$ cat src/rtl/word_bank_pkg.sv
// Shared types and constants for the word bank sequencer.
package word_bank_pkg;

  localparam int unsigned NWORDS = 16;
  localparam int unsigned SEL_W  = 4;
  localparam int unsigned DEF_DW = 32;

  typedef enum logic [1:0] {
    IDLE = 2'd0,
    SCAN = 2'd1,
    DONE = 2'd2
  } state_t;

endpackage

$ cat src/rtl/word_bank_sequencer_sel_dwell_ctr.sv
// Dwell counter: loads a hold count, counts down while enabled, flags zero.
module sel_dwell_ctr #(
  parameter int unsigned W = 8
) (
  input  logic         clk,
  input  logic         rst,
  input  logic         load,
  input  logic         en,
  input  logic [W-1:0] load_val,
  output logic         tc
);

  logic [W-1:0] count;

  always_ff @(posedge clk or posedge rst) begin
    if (rst) begin
      count <= '0;
    end else if (load) begin
      count <= load_val;
    end else if (en && (count != '0)) begin
      count <= count - 1'b1;
    end
  end

  assign tc = (count == '0);

endmodule

$ cat src/rtl/word_bank_sequencer.sv
// 16-word bank feeding a downstream 16:1 selector, plus a timed select scan.
// Optional macro BANK_LOCK_EN: once loaded, clr is ignored (write-once bank until rst).
module word_bank_sequencer
  import word_bank_pkg::*;
#(
  parameter int unsigned DWELL = 1,
  parameter int unsigned DW    = DEF_DW
) (
  input  logic             clk,
  input  logic             rst,
  input  logic             clr,
  input  logic             wr_valid,
  output logic             wr_ready,
  input  logic [DW-1:0]    wr_data,
  input  logic             start,
  output logic [DW-1:0]    word0,
  output logic [DW-1:0]    word1,
  output logic [DW-1:0]    word2,
  output logic [DW-1:0]    word3,
  output logic [DW-1:0]    word4,
  output logic [DW-1:0]    word5,
  output logic [DW-1:0]    word6,
  output logic [DW-1:0]    word7,
  output logic [DW-1:0]    word8,
  output logic [DW-1:0]    word9,
  output logic [DW-1:0]    word10,
  output logic [DW-1:0]    word11,
  output logic [DW-1:0]    word12,
  output logic [DW-1:0]    word13,
  output logic [DW-1:0]    word14,
  output logic [DW-1:0]    word15,
  output logic [SEL_W-1:0] sel,
  output logic             sel_valid,
  output logic             loaded,
  output logic             busy,
  output logic             done
);

  localparam logic [7:0]       DWELL_M1 = 8'(DWELL - 1);
  localparam logic [SEL_W-1:0] LAST_IDX = SEL_W'(NWORDS - 1);

  state_t           state, state_n;
  logic [SEL_W-1:0] sel_n;
  logic [SEL_W-1:0] ptr;
  logic [DW-1:0]    bank [NWORDS];
  logic             go, clr_fire, wr_fire, dwell_load, dwell_tc, clr_ok;

`ifdef BANK_LOCK_EN
  assign clr_ok = !loaded;
`else
  assign clr_ok = 1'b1;
`endif

  sel_dwell_ctr #(.W(8)) u_dwell (
    .clk      (clk),
    .rst      (rst),
    .load     (dwell_load),
    .en       (state == SCAN),
    .load_val (DWELL_M1),
    .tc       (dwell_tc)
  );

  always_comb begin
    state_n    = state;
    sel_n      = sel;
    go         = 1'b0;
    clr_fire   = 1'b0;
    wr_fire    = 1'b0;
    dwell_load = 1'b0;
    case (state)
      IDLE: begin
        go       = start && loaded;
        // A clear that takes effect cancels a coincident write.
        clr_fire = clr && clr_ok && !go;
        wr_fire  = wr_valid && !loaded && !clr_fire;
        if (go) begin
          state_n    = SCAN;
          sel_n      = '0;
          dwell_load = 1'b1;
        end
      end
      SCAN: begin
        if (dwell_tc) begin
          if (sel == LAST_IDX) begin
            state_n = DONE;
            sel_n   = '0;
          end else begin
            sel_n      = sel + 1'b1;
            dwell_load = 1'b1;
          end
        end
      end
      DONE: state_n = IDLE;
      default: begin
        state_n = IDLE;
        sel_n   = '0;
      end
    endcase
  end

  assign wr_ready  = (state == IDLE) && !loaded;
  assign sel_valid = (state == SCAN);
  assign busy      = (state != IDLE);
  assign done      = (state == DONE);

  always_ff @(posedge clk or posedge rst) begin
    if (rst) begin
      state  <= IDLE;
      sel    <= '0;
      ptr    <= '0;
      loaded <= 1'b0;
    end else begin
      state <= state_n;
      sel   <= sel_n;
      if (clr_fire) begin
        ptr    <= '0;
        loaded <= 1'b0;
      end else if (wr_fire) begin
        ptr <= ptr + 1'b1;
        if (ptr == LAST_IDX) loaded <= 1'b1;
      end
    end
  end

  always_ff @(posedge clk or posedge rst) begin
    if (rst) begin
      for (int unsigned i = 0; i < NWORDS; i++) bank[i] <= '0;
    end else if (wr_fire) begin
      bank[ptr] <= wr_data;
    end
  end

  assign word0  = bank[0];
  assign word1  = bank[1];
  assign word2  = bank[2];
  assign word3  = bank[3];
  assign word4  = bank[4];
  assign word5  = bank[5];
  assign word6  = bank[6];
  assign word7  = bank[7];
  assign word8  = bank[8];
  assign word9  = bank[9];
  assign word10 = bank[10];
  assign word11 = bank[11];
  assign word12 = bank[12];
  assign word13 = bank[13];
  assign word14 = bank[14];
  assign word15 = bank[15];

endmodule

$ cat config.mk
export PLATFORM = sky130hd
export DESIGN_NAME = word_bank_sequencer
export DESIGN_NICKNAME = d
export VERILOG_FILES = /design/src/rtl/word_bank_pkg.sv /design/src/rtl/word_bank_sequencer_sel_dwell_ctr.sv /design/src/rtl/word_bank_sequencer.sv
export SDC_FILE = /design/constraint.sdc
export NUM_CORES = 1
export LEC_CHECK = 0
export ABC_AREA = 1
export BUFFER_PORTS_ARGS = -buffer_cell sky130_fd_sc_hd__buf_2
export CAP_MARGIN = 25
export CORE_MARGIN = 4
export CORE_UTILIZATION = 40
export CTS_CLUSTER_DIAMETER = 100
export DETAILED_ROUTE_END_ITERATION = 8
export HOLD_SLACK_MARGIN = 0.08
export PLACE_DENSITY = 0.65
export SYNTH_ARGS = -nofsm -noshare
export SYNTH_HDL_FRONTEND = slang
export SYNTH_HIERARCHICAL = 1
export SYNTH_SLANG_ARGS = --single-unit
$ cat constraint.sdc
create_clock -name clk -period 32.3 [get_ports clk]
set_clock_uncertainty 0.05 [all_clocks]
set_input_delay 0 -clock clk [delete_from_list [all_inputs] [get_ports clk]]
set_output_delay 0 -clock clk [all_outputs]
set_load 0.01 [all_outputs]
# Word-level counts from Yosys, hierarchy flattened
# Cells that the tools add are included.
[word_totals]
regBits = 531
in_bits = 37
out_inout_bits = 521
[op_classes]
add_sub_neg = 3
n_lt_le_gt_ge = 2
eq_ne = 7
mux = 24
n_bitwise = 2
n_reduce_logical = 20
[ops]
columns = ["op", "n"]
rows = [
  ["512-bit bitwise mux", 1],
  ["32-bit demux with 4-bit select", 1],
  ["32-bit 2-to-1 mux", 1],
  ["4-bit 2-to-1 mux", 5],
  ["8-bit 2-to-1 mux", 2],
  ["4-bit one-hot mux with 3 select lines", 1],
  ["4-bit by 1-bit adder with 4-bit output, second input constant", 2],
  ["4-bit == test, second input constant", 2],
  ["8-bit logical NOT", 1],
  ["1-bit 2-to-1 mux", 8],
  ["2-bit nonzero test", 4],
  ["8-bit nonzero test", 1],
  ["8-bit by 1-bit subtractor with 8-bit output, second input constant", 1],
  ["1-bit logical AND", 7],
  ["2-bit 2-to-1 mux", 3],
  ["2-bit inequality test, second input constant", 3],
  ["3-bit AND reduction", 2],
  ["5-bit greater-or-equal comparator, second input constant", 1],
  ["5-bit by 1-bit < comparator with 1-bit output, second input constant", 1],
  ["4-bit inverter with 5-bit output", 1],
  ["2-bit one-hot mux with 2 select lines", 1],
  ["1-bit logical NOT", 3],
  ["2-bit by 1-bit == test with 1-bit output, second input constant", 1],
  ["2-bit == test, second input constant", 1],
  ["other kinds (4)", 4],
]

# Logic depth before layout (Yosys ltp)
# Gate-level depths: netlist (run 1).
[logic_depth]
word_depth = 8
depth_mapped = 12
ltp_nobuf = 11

# Hierarchy
# The synthesis (run 1) kept the hierarchy.
[modules_own_cells]
columns = ["module", "instances", "cells_each", "area_each_um2", "seq_area_each_um2"]
rows = [
  ["word_bank_sequencer", 1, 1935, 19392.3, 13087.6],
  ["sel_dwell_ctr", 1, 91, 633.1, 200.2],
]

# Worst setup path before layout (run 1)
# No wires, ideal clock.
[synth_timing]
path_kind = "reg2reg"
startpoint = "reg u_dwell.count[0]"
endpoint = "reg u_dwell.count[1]"
setup_ns = 0.118
arrival_ns = 1.760
t_required_ns = 32.132
setup_slack_ns = 30.371
path_stages_with_launch = 11
path_buffers = 1
synth_period_minus_slack_ns = 1.929
path_cell_list = "dfrtp_1 inv_1 ha_1 nand2_1 nor2_1 inv_1 o21ai_0 clkbuf_1 o21ai_0 nand2_1 o21ai_2"
[synth_between]
elab_chain_len = 4
[synth_lines]
columns = ["element", "line_no", "rtl"]
rows = [
  ["from (decl)", "word_bank_sequencer_sel_dwell_ctr.sv:13", "logic [W-1:0] count;"],
  ["from (signal assigned)", "word_bank_sequencer_sel_dwell_ctr.sv:19", "count <= load_val;"],
  ["from (signal assigned)", "word_bank_sequencer_sel_dwell_ctr.sv:21", "count <= count - 1'b1;"],
  ["8-bit logical NOT *", "word_bank_sequencer_sel_dwell_ctr.sv:25", "assign tc = (count == '0);"],
  ["via dwell_tc", "word_bank_sequencer.sv:46", "logic go, clr_fire, wr_fire, dwell_load, dwell_tc, clr_ok;"],
  ["1-bit 2-to-1 mux *", "word_bank_sequencer.sv:83", "if (dwell_tc) begin"],
  ["1-bit one-hot mux with 2 select lines *", "word_bank_sequencer.sv:70", "case (state)"],
  ["via dwell_load", "word_bank_sequencer.sv:46", ""],
  ["8-bit 2-to-1 mux / 2-bit nonzero test (equally long branches)", "n/a", ""],
]
# Mark *: on every way through the listed nets, which the timed path passes. The rest lies on a longest branch. The select of a mux whose other input is x is not followed.
# A chain may end at the register's enable or synchronous reset.

==> flow_metrics.py, run 1 <==
metrics = {
    "cts": {
        "clkTransAtPathRegs_ns": 0.06,
        "cts_tree": "built",
        "post_cts_buffers": 0,
        "insertion_delay_ns": 0.59,
        "cts_htree_levels": 2,
        "cts_buffers": 53,
        "cts_buffer_depth": 3,
        "clock_sinks": 531,
        "holdBufCountCts": 38,
        "post_cts_resized": 0,
        "clock-root-buffer": "clkbuf_16",
    },
    "worst_setup_path": {
        "endpoint_kind": "async pin",
        "crit_type": "in2async",
        "r2r_setup_slack_ns": 29.80,
        "r2r_cells": 8,
        "timing.rr.end": "ptr[2]",
        "crit-reg2reg-launch": "state[0]",
        "cp_max_fo": 125,
        "crit_end": "word7[28]",
        "arrival_ns": 3.74,
        "worstPathRequired_ns": 33.03,
        "critPathLaunch": "rst",
        "startpoint_type": "input port",
    },
    "finish": {
        "nFillCells": 4493,
        "num-nets-final": 2603,
        "areaGrowthSynthToFinish_pct": 26.6,
        "drive_above_1_share_pct": 26.8,
    },
    "pwr": {
        "intPower_w": 0.00105,
        "switching_share_pct": 23.3,
        "p_seq_share_pct": 49.6,
        "power_switching_w": 0.000319,
        "p_comb_share_pct": 5.4,
        "p_leak_nw": 14.1,
        "max-vdd-ir-drop_v": 0.0000404,
        "p_clk_share_pct": 45.0,
        "powerDensity_nw_per_um2": 54.1,
    },
    "drt": {
        "drtIter0Drc": 1376,
        "wl_um": 67700,
        "antenna_left": 0,
        "vias": 16600,
        "routedWlPerCell_um": 20.7,
        "routed_via_density": 5.08,
        "drcViolationCount": 0,
        "firstDrtPassIters": 7,
    },
    "worst_hold_path": {
        "hold_path_class": "in2async",
    },
    "floorplan": {
        "core_um2": 49300,
        "initial_utilization_pct": 40.7,
        "die_h_um": 232,
        "io-pin-count": 558,
        "rows": 81,
        "die_area_um2": 53700,
        "die_width_um": 232,
    },
    "timing": {
        "slew_headroom_pct": 31.9,
        "rsz0062_at_grt": "false",
        "hold_viol": 0,
        "tns_ns": 0,
        "max_freq_ghz": 0.333,
        "setup_viol": 0,
        "hold_ws_ns": 0.0671,
        "period_share_pct": 9.31,
        "period_needed_ns": 3.01,
        "worst_pin_slew_ns": 1.02,
        "drv_slew": 0,
    },
    "synthesis": {
        "synthCells": 2026,
        "syn_area_um2": 20000,
        "synth.avg_cell_area_um2": 9.88,
        "yosysUniqueCellTypes": 29,
        "yosysWarnings": 6,
        "synth_seq_area_share_pct": 66.4,
        "ys_seq_elements": 531,
    },
    "status": {
        "status": "finished clean",
    },
    "global_route": {
        "grt_pass1_wl_um": 101000,
        "grt-ovfl-total": 0,
        "grt_pass1_vias": 16300,
        "grt_antenna_before_repair": 3,
        "grtUsageTotal_pct": 24.5,
        "grt_max_degree": 167,
    },
    "flow_run": {
        "drv_cap": 0,
    },
    "place": {
        "dp_hpwl_um": 45300,
        "place_congestion": 0.859,
        "io_buffers": 557,
    },
}
## Yosys cell counts
cell | n | share of area, %
nand2_4 | 8 | 0.45
nor2_8 | 1 | 0.10
or2_2 | 1 | 0.031
nor2_1 | 27 | 0.51
clkbuf_2 | 14 | 0.35
nand2_1 | 667 | 13
a21boi_0 | 1 | 0.038
xor2_1 | 1 | 0.044
o21ai_1 | 52 | 1.3
nand4_1 | 4 | 0.12
nand2_2 | 6 | 0.19
clkbuf_1 | 76 | 1.4
buf_8 | 1 | 0.075
nor2_4 | 4 | 0.22
buf_12 | 1 | 0.10
nor3_1 | 2 | 0.050
ha_1 | 7 | 0.44
o21ai_0 | 373 | 9.3
o21ai_4 | 1 | 0.081
nand3_1 | 119 | 3.0
inv_1 | 64 | 1.2
conb_1 | 1 | 0.019
buf_2 | 41 | 1.0
buf_6 | 10 | 0.56
dfrtp_1 | 531 | 66
inv_2 | 3 | 0.056
xnor2_1 | 3 | 0.13
o21ai_2 | 3 | 0.13
nand3_2 | 4 | 0.20
## logic make-up after synthesis
logic type	Yosys count	share of synthesized area, %
other	1	0.0187
AOI/OAI and AO/OA	430	10.9
and+or+nand+nor	843	17.4
xor gates and xnor gates	4	0.175
adders and majority gates	7	0.437
buffers and inverters	210	4.79
DFF	531	66.4
## layout by cell type, fill, tap and decap left out, types with 2 or more instances in the layout
cell type,instances
buf_12,4
buf_16,2
buf_2,557
buf_4,13
bufinv_16,3
clkbuf_1,11
clkbuf_16,54
clkbuf_8,13
clkinv_2,12
clkinvlp_4,2
conb_1,8
dfrtp_1,531
dlygate4sd3_1,38
ha_1,7
inv_1,63
inv_2,3
nand2_1,665
nand2_2,8
nand2_4,8
nand3_1,119
nand3_2,4
nand4_1,4
nor2_1,24
nor2_2,3
nor2_4,4
nor3_1,2
o21ai_0,373
o21ai_1,52
o21ai_2,3
xnor2_1,3
## critical path, cell delays in order
cell and delay [ns]:
dlygate4sd3_1 0.53, buf_2 0.16, inv_8 0.54, buf_4 0.83, buf_4 0.35, buf_16 0.33, buf_4 0.53, buf_12 0.30
## sequential cells by signal, indices dropped and copies added (netlist names)
name	flops
word13	32
loaded	1
word10	32
word4	32
word3	32
word8	32
word1	32
word2	32
word12	32
word7	32
u_dwell/count	8
word11	32
word15	32
word6	32
word5	32
sel	4
state	2
ptr	4
word14	32
word9	32
word0	32
## power by group through the flow
| stage | Sequential, W | Clock, W | Combinational [W] |
|---|---|---|---|
| final | 0.000680 | 0.000617 | 0.0000733 |
| after global routing | 0.000681 | 0.000657 | 0.0000826 |
| after CTS | 0.000680 | 0.000630 | 0.0000735 |
| after detailed placement | 0.000692 | 0 | 0.0000694 |
| after global placement | 0.000692 | 0 | 0.0000670 |
| after floorplan | 0.000691 | 0 | 0.0000440 |
## stage by stage
step	cells	total power, W	area, um^2	util [%]	setup slack [ns]
finish	3265	0.00137	25400	51.5	29.29
global route	3264	0.00142	25300	51.5	28.81
CTS	3261	0.00138	25300	51.3	28.63
detailed placement	3127	0.000761	23100	47.0	28.52
global placement	3125	0.000759	23100	46.9	28.61
floorplan	2033	0.000735	20100	-	17.64
## metal layers
layer  vias to the layer above  GRT usage (%)  share of wire [%]  wire length (um)
met2                       676           39.7                 47             31900
met1                      8169           31.8                 40             27200
met3                       136           6.78                8.8              5940
li1                       7597              -                  -                 -
met4                         0           8.95                4.0              2710
met5                         -              0                  0                 0
## area by class of cell
type | count | area, um^2 | area share [%]
repair buffers | 614 | 3400 | 13.4
flip-flops and latches | 531 | 13300 | 52.4
inverters | 67 | 259 | 1.02
well taps | 664 | 831 | 3.28
diodes | 1 | 2.50 | 0.00987
clock buffers | 78 | 1570 | 6.20
clock inverters | 18 | 181 | 0.716
multi-input cells | 1292 | 5820 | 22.9
## worst min path at each step
stage / start / depth (start not counted) / end / slack, ns
3_5_place_dp: rst / 2 / u_dwell/count[2] / 0.01
3_3_place_gp: rst / 2 / u_dwell/count[1] / 0.01
4_1_cts: rst / 3 / word8[1] / 0.12
2_1_floorplan: rst / 1 / u_dwell/count[0] / -0.23
5_1_grt: rst / 3 / word9[3] / 0.14
6_report: rst / 3 / word9[3] / 0.07
(Power assumes the default switching activity.)
==> inputs of run 2 (changes only) <==
Settings changed: PLACE_DENSITY 0.65 to 0.67.
Clock period 32.3 ns to 2.7 ns, I/O delays scaled along.
==> run 2 against run 1 <==
  * Clock power increased to 13 times the previous value
  * Utilization is 0.67 points higher
  * Worst setup slack got worse by 29 ns
==> flow_metrics.py, run 2 (same netlist as run 1, synthesis figures left out) <==
metrics = {
    "cts": {
        "cts_htree_levels": 2,
        "holdBufCountCts": 38,
        "post_cts_buffers": 0,
        "cts_buffer_depth": 3,
        "cts_tree": "built",
        "post_cts_resized": 0,
        "clkTransAtPathRegs_ns": 0.07,
        "clock_sinks": 531,
        "clock-root-buffer": "clkbuf_16",
        "cts_buffers": 56,
        "insertion_delay_ns": 0.59,
    },
    "drt": {
        "drcViolationCount": 0,
        "vias": 16800,
        "antenna_left": 0,
        "drtIter0Drc": 1441,
        "routedWlPerCell_um": 20.8,
        "firstDrtPassIters": 6,
        "wl_um": 68200,
        "routed_via_density": 5.10,
    },
    "finish": {
        "final_common_cell": "nand2_1",
        "num-nets-final": 2620,
        "final_cell_mix": "665 x nand2_1, 557 x buf_2, 531 x dfrtp_1, 373 x o21ai_0, 119 x nand3_1",
        "areaGrowthSynthToFinish_pct": 28.2,
        "final_cells": 3285,
        "post-route-util_pct": 52.1,
        "drive_above_1_share_pct": 27.4,
    },
    "flow_run": {
        "drv_cap": 0,
    },
    "place": {
        "placedCellCount": 3144,
        "place_congestion": 0.864,
        "dp_hpwl_um": 45900,
        "io_buffers": 557,
    },
    "global_route": {
        "grt_pass1_vias": 16400,
        "grt_max_degree": 121,
        "grt-ovfl-total": 0,
        "grt_pass1_wl_um": 102000,
        "grt_antenna_before_repair": 2,
        "grtUsageTotal_pct": 24.6,
    },
    "floorplan": {
        "die_area_um2": 53700,
        "io-pin-count": 558,
        "die_width_um": 232,
        "rows": 81,
        "core_um2": 49300,
        "initial_utilization_pct": 40.7,
        "die_h_um": 232,
    },
    "worst_setup_path": {
        "cp_cell_sequence": "inv_1 -> ha_1 -> nand2_1 -> nor2_1 -> inv_1 -> o21ai_0 -> inv_1 -> or2_2 -> nand3_2 -> nand2_1",
        "path_delay_family": "simple AND/OR/NAND/NOR gates",
        "max_stage_delay_ns": 0.38,
        "startpoint_type": "register",
        "critPathBufInv": 3,
        "crit_type": "reg2reg",
        "endpoint_kind": "register",
        "cp_max_fo": 11,
        "cp_slowest_cell": "dfrtp_1",
        "arrival_ns": 2.71,
        "critPathMostFrequentCell": "inv_1",
        "worstPathRequired_ns": 3.14,
    },
    "status": {
        "status": "finished clean",
    },
    "timing": {
        "slew_headroom_pct": 31.7,
        "setup_viol": 0,
        "tns_ns": 0,
        "hold_viol": 0,
        "period_needed_ns": 2.27,
        "period_share_pct": 84.2,
        "drv_slew": 0,
        "worst_pin_slew_ns": 1.02,
        "rsz0062_at_grt": "false",
        "max_freq_ghz": 0.440,
    },
    "worst_hold_path": {
        "hold_path_class": "in2reg",
    },
    "pwr": {
        "max-vdd-ir-drop_v": 0.000441,
        "p_leak_nw": 14.3,
        "powerDensity_nw_per_um2": 665,
        "power_w": 0.0171,
    },
}
[run 2: final timing paths]
kind,start,endpoint,slack (ns),cells after the start
hold / removal,wr_data[11],word5[11],0.20,4
setup / recovery,u_dwell/count[0],u_dwell/count[5],0.43,10
setup reg to reg,u_dwell/count[0],u_dwell/count[5],0.43,10
max in group asynchronous,rst,word10[27],0.96,5
hold reg to reg,word5[31],word5[31],0.41,2
min in group asynchronous,rst,u_dwell/count[6],0.53,4
[run 2: per-layer routing]
metal / share of wire [%] / GRT usage (%)
met4: 4.6 / 10.3
met2: 47 / 40.1
met3: 8.7 / 6.06
met1: 40 / 31.6
met5: 0 / 0
[run 2: per-stage QoR]
| step | setup WS (ns) | area (um^2) | hold WS (ns) |
|---|---|---|---|
| 3_5_place_dp | 0.445 | 23400 | -0.0383 |
| 3_3_place_gp | 0.548 | 23400 | -0.0440 |
| 2_1_floorplan | -4.46 | 20100 | -0.234 |
| 6_report | 0.428 | 25700 | 0.196 |
| 4_1_cts | 0.435 | 25700 | 0.152 |
| 5_1_grt | 0.241 | 25700 | 0.191 |
[run 2: tightest hold or removal path: cells and delay by family]
| kind | cells | cell delay, ns |
|---|---|---|
| buffers and inverters | 2 | 0.66 |
| AND/OR/NAND/NOR | 2 | 0.14 |
[run 2: layout make-up]
| cell class | count | area, um^2 |
|---|---|---|
| Fill cell | 4467 | 23600 |
| Sequential cell | 531 | 13300 |
| Multi-Input combinational cell | 1292 | 5820 |
| Timing Repair Buffer | 628 | 3540 |
| Clock buffer | 78 | 1630 |
| Tap cell | 664 | 831 |
| Clock inverter | 22 | 318 |
| Inverter | 67 | 255 |
| Antenna cell | 3 | 7.51 |
[run 2: power breakdown]
part | switching [W] | internal, W | total [W]
Sequential | 0.0000990 | 0.00803 | 0.00813
Combinational | 0.000648 | 0.000253 | 0.000901
Clock | 0.00319 | 0.00486 | 0.00805
Total | 0.00394 | 0.0132 | 0.0171
==> inputs of run 3 (changes only) <==
Settings changed: PLACE_DENSITY 0.67 to 0.65.
Clock period 2.7 ns to 2.35 ns, I/O delays scaled along.
==> run 3 against run 2 <==
  * Worst setup slack got worse by 0.40 ns
  * Largest power group unchanged
  * Via count barely moved
  * Die area did not move
  * Clock power rose by 7.3%
  * Cell count rose by 0.15%
==> flow_metrics.py, run 3 (same netlist as run 1, synthesis figures left out) <==
metrics = {
    "status": {
        "status": "finished clean",
    },
    "drt": {
        "drtIter0Drc": 1212,
        "highest-signal-layer": "met4",
        "firstDrtPassIters": 5,
        "routed_via_density": 5.10,
        "wl_um": 67600,
        "routedWlPerCell_um": 20.5,
        "dr_wl_met3_um": 5310,
        "dr_wl_met2_um": 31600,
        "antenna_left": 0,
        "wl_met1_um": 27400,
        "vias": 16800,
        "drcViolationCount": 0,
    },
    "finish": {
        "num-nets-final": 2625,
        "drive_above_1_share_pct": 27.5,
        "final_cell_mix": "665 x nand2_1, 557 x buf_2, 531 x dfrtp_1, 372 x o21ai_0, 119 x nand3_1",
        "post-route-util_pct": 52.0,
        "final_cell_area_um2": 25600,
        "areaGrowthSynthToFinish_pct": 27.9,
        "final_common_cell": "nand2_1",
    },
    "global_route": {
        "grtUsageTotal_pct": 24.8,
        "grt_antenna_before_repair": 1,
        "grt_pass1_wl_um": 103000,
        "grt_max_degree": 120,
        "grt-ovfl-total": 0,
        "grt_pass1_vias": 16600,
    },
    "place": {
        "place_congestion": 0.844,
        "io_buffers": 557,
        "place_area_um2": 23400,
        "dp_hpwl_um": 46700,
    },
    "worst_setup_path": {
        "worstPathRequired_ns": 2.74,
        "startpoint_type": "input port",
        "endpoint_kind": "register",
        "crit_type": "in2reg",
        "cp_max_fo": 64,
        "arrival_ns": 2.71,
    },
    "cts": {
        "cts_tree": "built",
        "clkTransAtPathRegs_ns": 0.06,
        "clock_sinks": 531,
        "cts_buffer_depth": 3,
        "insertion_delay_ns": 0.58,
        "cts_htree_levels": 2,
        "post_cts_buffers": 0,
        "clock-root-buffer": "clkbuf_16",
        "cts_buffers": 54,
    },
    "timing": {
        "tns_ns": 0,
        "drv_slew": 0,
        "rsz0062_at_grt": "true",
        "max_freq_ghz": 0.431,
        "slew_headroom_pct": 40.2,
        "period_needed_ns": 2.32,
        "setup_viol": 0,
        "hold_viol": 0,
        "period_share_pct": 98.7,
        "worst_pin_slew_ns": 0.896,
    },
    "worst_hold_path": {
        "hold_path_class": "in2async",
    },
    "floorplan": {
        "die_h_um": 232,
        "die_width_um": 232,
        "core_um2": 49300,
        "io-pin-count": 558,
        "rows": 81,
        "initial_utilization_pct": 40.7,
        "die_area_um2": 53700,
    },
    "flow_run": {
        "drv_cap": 0,
    },
    "pwr": {
        "p_leak_nw": 14.3,
        "powerDensity_nw_per_um2": 742,
        "max-vdd-ir-drop_v": 0.000486,
    },
}
## run 3: worst max-delay path, stage by stage
cell and delay (ns):
dlygate4sd3_1 0.55, buf_2 0.14, inv_1 0.04, nand2_1 0.04
dlygate4sd3_1 0.63, nor2_8 0.43, nand2_4 0.44, nand2_1 0.21
o21ai_0 0.11
## run 3: what timing repair did
action | 4_1_cts | 5_1_grt
gates resized for setup | 0 | 1
hold endpoints to repair | 894 | 0
hold buffers | 38 | 0
endpoints found under the setup margin | 0 | 75
## run 3: layout make-up
cell class | count | area, um^2
Antenna cell | 1 | 2.50
Timing Repair Buffer | 635 | 3630
Sequential cell | 531 | 13300
Tap cell | 664 | 831
Fill cell | 4533 | 23600
Multi-Input combinational cell | 1292 | 5820
Inverter | 67 | 255
Clock buffer | 82 | 1610
Clock inverter | 18 | 189
## run 3: metrics by stage
| step | hold WS, ns | power [W] | instances | worst slack [ns] |
|---|---|---|---|---|
| global placement | -0.0416 | 0.0105 | 3151 | 0.289 |
| detailed placement | -0.0413 | 0.0105 | 3151 | 0.211 |
| finish | 0.177 | 0.0190 | 3290 | 0.0304 |
| global route | 0.184 | 0.0197 | 3289 | -0.0989 |
| floorplan | -0.234 | 0.0101 | 2033 | -4.81 |
| CTS | 0.155 | 0.0192 | 3289 | 0.0986 |
## run 3: worst paths after layout
path	start	end	slack, ns	cells after the start
max in group asynchronous	rst	word7[4]	1.41	4
min	rst	word8[8]	0.18	4
max reg2reg	state[0]	word8[1]	0.21	6
max	clr	word8[1]	0.03	9
min in group clk	wr_data[20]	word6[20]	0.20	4
min reg2reg	word4[14]	word4[14]	0.41	2
## run 3: routing by layer
metal	vias to the layer above	GRT usage [%]
li1	7643	-
met1	8237	32.7
met4	0	10.8
met3	169	5.14
met5	-	0
met2	720	39.9
## run 3: power breakdown
part | internal (W) | switching, W | leakage [nW]
combinational | 0.000292 | 0.000737 | 6.01
sequential | 0.00923 | 0.000120 | 7.38
clock | 0.00505 | 0.00359 | 0.891
total | 0.0146 | 0.00445 | 14.3
